File: config.mk
export PLATFORM = sky130hd
export DESIGN_NAME = multicycle_controller
export DESIGN_NICKNAME = d
export VERILOG_FILES = /design/src/rtl/riscv_mc_pkg.sv /design/src/rtl/alu_decoder.sv /design/src/rtl/multicycle_controller.sv
export SDC_FILE = /design/constraint.sdc
export NUM_CORES = 1
export LEC_CHECK = 0
export ABC_AREA = 1
export BUFFER_PORTS_ARGS = -buffer_cell sky130_fd_sc_hd__buf_4
export CAP_MARGIN = 5
export CORE_MARGIN = 2
export CORE_UTILIZATION = 42
export CTS_CLUSTER_SIZE = 24
export DETAILED_ROUTE_END_ITERATION = 8
export PLACE_DENSITY = 0.78
export SYNTH_ARGS = -nofsm -noshare
export SYNTH_HDL_FRONTEND = slang
export SYNTH_SLANG_ARGS = --single-unit
File: constraint.sdc
create_clock -name clk -period 1.9 [get_ports clk]
set_input_delay 0.285 -clock clk [delete_from_list [all_inputs] [get_ports clk]]
set_output_delay 0.285 -clock clk [all_outputs]
set_load 0.02 [all_outputs]
File: src/rtl/riscv_mc_pkg.sv
// Shared encodings for the multicycle RV32I controller: states, opcodes, ALU codes and datapath selects.
package riscv_mc_pkg;

   localparam int unsigned STATE_W  = 4;
   localparam int unsigned OP_W     = 7;
   localparam int unsigned ALUCTL_W = 3;
   localparam int unsigned SEL_W    = 2;

   typedef enum logic [STATE_W-1:0] {
      S_IDLE     = 4'd0,
      S_FETCH    = 4'd1,
      S_DECODE   = 4'd2,
      S_MEMADR   = 4'd3,
      S_MEMREAD  = 4'd4,
      S_MEMWB    = 4'd5,
      S_MEMWRITE = 4'd6,
      S_EXECUTER = 4'd7,
      S_EXECUTEI = 4'd8,
      S_ALUWB    = 4'd9,
      S_BEQ      = 4'd10,
      S_JAL      = 4'd11
   } state_t;

   typedef enum logic [1:0] {
      ALU_OP_ADD   = 2'b00,
      ALU_OP_SUB   = 2'b01,
      ALU_OP_FUNCT = 2'b10
   } alu_op_t;

   localparam logic [OP_W-1:0] OP_LOAD   = 7'b0000011;
   localparam logic [OP_W-1:0] OP_STORE  = 7'b0100011;
   localparam logic [OP_W-1:0] OP_RTYPE  = 7'b0110011;
   localparam logic [OP_W-1:0] OP_ITYPE  = 7'b0010011;
   localparam logic [OP_W-1:0] OP_BRANCH = 7'b1100011;
   localparam logic [OP_W-1:0] OP_JAL    = 7'b1101111;

   localparam logic [ALUCTL_W-1:0] ALU_ADD = 3'b000;
   localparam logic [ALUCTL_W-1:0] ALU_SUB = 3'b001;
   localparam logic [ALUCTL_W-1:0] ALU_AND = 3'b010;
   localparam logic [ALUCTL_W-1:0] ALU_OR  = 3'b011;
   localparam logic [ALUCTL_W-1:0] ALU_SLT = 3'b101;

   localparam logic [SEL_W-1:0] SRC_A_PC     = 2'b00;
   localparam logic [SEL_W-1:0] SRC_A_OLD_PC = 2'b01;
   localparam logic [SEL_W-1:0] SRC_A_RS1    = 2'b10;

   localparam logic [SEL_W-1:0] SRC_B_RS2  = 2'b00;
   localparam logic [SEL_W-1:0] SRC_B_IMM  = 2'b01;
   localparam logic [SEL_W-1:0] SRC_B_FOUR = 2'b10;

   localparam logic [SEL_W-1:0] RES_ALU_OUT    = 2'b00;
   localparam logic [SEL_W-1:0] RES_DATA       = 2'b01;
   localparam logic [SEL_W-1:0] RES_ALU_RESULT = 2'b10;

   localparam logic [SEL_W-1:0] IMM_I = 2'b00;
   localparam logic [SEL_W-1:0] IMM_S = 2'b01;
   localparam logic [SEL_W-1:0] IMM_B = 2'b10;
   localparam logic [SEL_W-1:0] IMM_J = 2'b11;

endpackage

File: src/rtl/alu_decoder.sv
// Maps the controller's alu_op request plus instruction function bits onto an ALU operation code.
module alu_decoder
   import riscv_mc_pkg::*;
(
   input  alu_op_t              alu_op,
   input  logic [2:0]           funct3,
   input  logic                 funct7b5,
   input  logic                 op5,
   output logic [ALUCTL_W-1:0]  alu_control
);

   always_comb begin
      alu_control = ALU_ADD;
      case (alu_op)
         ALU_OP_ADD: alu_control = ALU_ADD;
         ALU_OP_SUB: alu_control = ALU_SUB;
         ALU_OP_FUNCT: begin
            case (funct3)
               // only R-type (op[5]=1) can encode sub; addi with imm[10]=1 is still add
               3'b000:  alu_control = (op5 && funct7b5) ? ALU_SUB : ALU_ADD;
               3'b010:  alu_control = ALU_SLT;
               3'b110:  alu_control = ALU_OR;
               3'b111:  alu_control = ALU_AND;
               default: alu_control = ALU_ADD;
            endcase
         end
         default: alu_control = ALU_ADD;
      endcase
   end

endmodule

File: src/rtl/multicycle_controller.sv
// Moore control FSM sequencing the shared multicycle RV32I datapath, stalling on the unified memory handshake.
module multicycle_controller
   import riscv_mc_pkg::*;
(
   input  logic                 clk,
   input  logic                 reset,
   input  logic [OP_W-1:0]      op,
   input  logic [2:0]           funct3,
   input  logic                 funct7b5,
   input  logic                 zero,
   input  logic                 mem_ready,
   output logic                 mem_req,
   output logic                 mem_write,
   output logic                 adr_src,
   output logic                 ir_write,
   output logic                 pc_write,
   output logic                 reg_write,
   output logic [SEL_W-1:0]     alu_src_a,
   output logic [SEL_W-1:0]     alu_src_b,
   output logic [SEL_W-1:0]     result_src,
   output logic [SEL_W-1:0]     imm_src,
   output logic [ALUCTL_W-1:0]  alu_control,
   output logic                 illegal,
   output logic [STATE_W-1:0]   state
);

   state_t  state_q;
   state_t  state_d;
   alu_op_t alu_op;

   // state register; reset is asynchronous so every strobe drops at once
   always_ff @(posedge clk or negedge reset) begin
      if (!reset) state_q <= S_IDLE;
      else        state_q <= state_d;
   end

   assign state = state_q;

   // next-state and state-decoded outputs
   always_comb begin
      state_d    = state_q;
      mem_req    = 1'b0;
      mem_write  = 1'b0;
      adr_src    = 1'b0;
      ir_write   = 1'b0;
      pc_write   = 1'b0;
      reg_write  = 1'b0;
      alu_src_a  = SRC_A_PC;
      alu_src_b  = SRC_B_RS2;
      result_src = RES_ALU_OUT;
      alu_op     = ALU_OP_ADD;
      illegal    = 1'b0;
      case (state_q)
         S_IDLE: state_d = S_FETCH;
         S_FETCH: begin
            mem_req    = 1'b1;
            alu_src_a  = SRC_A_PC;
            alu_src_b  = SRC_B_FOUR;
            result_src = RES_ALU_RESULT;
            ir_write   = mem_ready;
            pc_write   = mem_ready;
            if (mem_ready) state_d = S_DECODE;
         end
         S_DECODE: begin
            alu_src_a = SRC_A_OLD_PC;
            alu_src_b = SRC_B_IMM;
            case (op)
               OP_LOAD, OP_STORE: state_d = S_MEMADR;
               OP_RTYPE:          state_d = S_EXECUTER;
               OP_ITYPE:          state_d = S_EXECUTEI;
               OP_BRANCH:         state_d = S_BEQ;
               OP_JAL:            state_d = S_JAL;
               default: begin
                  state_d = S_FETCH;
                  illegal = 1'b1;
               end
            endcase
         end
         S_MEMADR: begin
            alu_src_a = SRC_A_RS1;
            alu_src_b = SRC_B_IMM;
            state_d   = op[5] ? S_MEMWRITE : S_MEMREAD;
         end
         S_MEMREAD: begin
            mem_req = 1'b1;
            adr_src = 1'b1;
            if (mem_ready) state_d = S_MEMWB;
         end
         S_MEMWB: begin
            result_src = RES_DATA;
            reg_write  = 1'b1;
            state_d    = S_FETCH;
         end
         S_MEMWRITE: begin
            mem_req   = 1'b1;
            mem_write = 1'b1;
            adr_src   = 1'b1;
            if (mem_ready) state_d = S_FETCH;
         end
         S_EXECUTER: begin
            alu_src_a = SRC_A_RS1;
            alu_src_b = SRC_B_RS2;
            alu_op    = ALU_OP_FUNCT;
            state_d   = S_ALUWB;
         end
         S_EXECUTEI: begin
            alu_src_a = SRC_A_RS1;
            alu_src_b = SRC_B_IMM;
            alu_op    = ALU_OP_FUNCT;
            state_d   = S_ALUWB;
         end
         S_ALUWB: begin
            result_src = RES_ALU_OUT;
            reg_write  = 1'b1;
            state_d    = S_FETCH;
         end
         S_BEQ: begin
            alu_src_a  = SRC_A_RS1;
            alu_src_b  = SRC_B_RS2;
            alu_op     = ALU_OP_SUB;
            result_src = RES_ALU_OUT;
            pc_write   = ((funct3 == 3'b000) && zero) || ((funct3 == 3'b001) && !zero);
            state_d    = S_FETCH;
         end
         S_JAL: begin
            alu_src_a  = SRC_A_OLD_PC;
            alu_src_b  = SRC_B_FOUR;
            result_src = RES_ALU_OUT;
            pc_write   = 1'b1;
            state_d    = S_ALUWB;
         end
         default: state_d = S_IDLE;
      endcase
   end

   // immediate format follows the opcode regardless of state
   always_comb begin
      case (op)
         OP_STORE:  imm_src = IMM_S;
         OP_BRANCH: imm_src = IMM_B;
         OP_JAL:    imm_src = IMM_J;
         default:   imm_src = IMM_I;
      endcase
   end

   alu_decoder u_alu_decoder (
      .alu_op      (alu_op),
      .funct3      (funct3),
      .funct7b5    (funct7b5),
      .op5         (op[5]),
      .alu_control (alu_control)
   );

endmodule

==> out/results.ini <==
[detailed_routing]
wire_per_inst_microns=13.9
drtIter0Drc=29
viasPerCell=5.21
ant_nets=0
drc=0
first_pass_iters=4
vias=938
drt_wl_total_microns=2490

[status]
outcome=finished, violations left
violations=setup timing

[synthesis]
ys_seq_elements=4
synth_area_leader_cell=nand2_1
synth.distinct_cells=21
synth_area_leaders=nand2_1, dfrtp_1, nor2_1
syn_area_sq_um=617
ys_seq_area_share_pct=16.2
ys.warnings.count=0
netlist_instances=111
synth_nets=128
syn_avg_cell_area_sq_um=5.56
synth_top_area_share_pct=20.1

[layout]
fin_area_sq_um=1130
post-route-util_pct=85.0
drive_gt1_share_pct=52.7
final_common_cell=buf_4
final_cell_mix=buf_4, nand2_1, inv_1, inv_2, nor2_1
diodes=0
syn_to_final_growth_pct=83.8
nNetsFinal=183
largest_reg_flops=4
stdcell_count=180

[timing]
timing.fmax_mhz=498
final_max_slew_viol_count=0
finalCritPeriodShare_pct=106
clock_skew_ps=8.94
setup_violations=2
hold_violations=0
final.setup.tns_ps=-116
worst_pin_slew_ps=242
slew_headroom_pct=83.8
fin_ws_ps=-108
fin_crit_ps=2010
grt_setup_unrepaired=yes

[grt]
grt_remaining_overflow=0
antenna_found_initial=0
grt_max_degree=7
grt_pass1_vias=862
grt_pass1_wl_microns=3660
grtUsageTotal_pct=26.6

[die]
die_area_sq_um=1790
start_util_pct=46.2
die_h_microns=42.3
coreArea_sq_um=1330
fp.dieW_microns=42.3
rows=13
io_pins=37

[run]
drv_cap=0

[place]
place_congestion=0.803
dpl_cell_area_sq_um=955
dp_hpwl_microns=1540
place_inst=165
io_buffers=36

[critical_path]
end_kind=output port
crit_arrival_ps=1720
critPathLaunch=state[0]
startpoint_type=register
slowest_stage=dfrtp_2
crit_top_cell=inv_2
worst_ep_required_time_ps=1620
r2r_start=state[1]
crit_type=reg -> out
path_cells=inv_2, nand2_2, nor2_4, inv_2, ha_4, nor4_4, buf_4
worstPathMaxFanout=3
critical_path.max_stage_delay_ps=440
r2r_slack_ps=420

[pwr]
p_leak_uw=0.000637
switching_share_pct=53.0
p_int_uw=722
peakVddDrop_mv=0.793
p_per_area_nw_per_um2=1350
p_comb_share_pct=79.9
p_switching_uw=813
power_frac_clock_pct=7.8
p_seq_share_pct=12.4
power_uw=1530

[hold_path]
hold_path.class=in -> reg
hp-start=mem_ready

[clock_network]
cts_made_buffers=3
clock-sinks=4
clkTransAtPathRegs_ps=40
cts-root-buf=clkbuf_4
clock_latency_ps=240
tritoncts=yes
cts_max_path_buffers=2
htreeDepth=1

## repair_timing
action	CTS	global route
pin swaps	5	4
endpoints found under the setup margin	2	5
endpoints found under the hold margin	4	0
hold buffers	1	0
buffers inserted	7	3
gates resized for setup	13	5
## synthesized netlist by cell type, drive strengths merged
master  count
o21ai       5
or2         1
nand3b      3
o211ai      1
nand3       8
nand4       2
ha          2
nor3        2
nor2       17
nor4        1
a21oi       5
nand2      36
inv        24
dfrtp       4
## power groups by stage
stage          registers, uW  clock network [uW]  logic [uW]
3_5_place_dp             169                   0         998
3_3_place_gp             169                   0         991
5_1_grt                  192                 134        1300
6_report                 190                 119        1230
4_1_cts                  176                 122        1120
2_1_floorplan            202                   0         599
## metrics by stage
| stage | hold WS (ps) | setup WS [ps] |
|---|---|---|
| final | 350 | -108 |
| after detailed placement | 82.3 | 24.3 |
| after floorplan | -10.6 | -26.3 |
| after global placement | 81.9 | 55.6 |
| after CTS | 317 | -34.6 |
| after global routing | 359 | -152 |
## worst max-delay path, delay by kind of cell (launching register included)
family,cells,cell delay (ps)
adder cells (fa/ha/maj),1,220
flip-flops,1,440
buffers and inverters,3,330
AND/OR/NAND/NOR,3,470
## final timing paths
kind	to	depth (start not counted)
setup / recovery	alu_control[2]	7
hold / removal	state[0]	4
setup reg to reg	state[2]	8
hold reg to reg	state[2]	3
max in group asynchronous	state[3]	2
min in group asynchronous	state[0]	2
## routing by layer
layer | wire [microns] | share of wire [%] | GRT usage [%] | up-vias
met5 | 0 | 0 | 0 | -
met4 | 119 | 4.8 | 11.3 | 0
met3 | 184 | 7.4 | 5.17 | 15
met2 | 1230 | 49 | 48.3 | 53
met1 | 960 | 39 | 29.7 | 415
li1 | - | - | - | 455
## cell type report
cell class                 instances  area, sq um
clock buffer                       4         26.3
fill                              96          200
inverter                          24         90.1
multi-input combinational         83          512
sequential                         4          105
tap                               15         18.8
timing repair buffer              50          382
## kinds of logic (layout without fill, tap and decap cells)
family                   count (synthesis)  count (layout)  share of synthesized area (%)
AO/OA/AOI/OAI                           11              11                           9.94
adder cells (fa/ha/maj)                  2               2                           4.06
buffers and inverters                   24              78                           14.6
flip-flops                               4               4                           16.2
AND/OR/NAND/NOR                         70              70                           55.2
(Power assumes the default switching activity.)
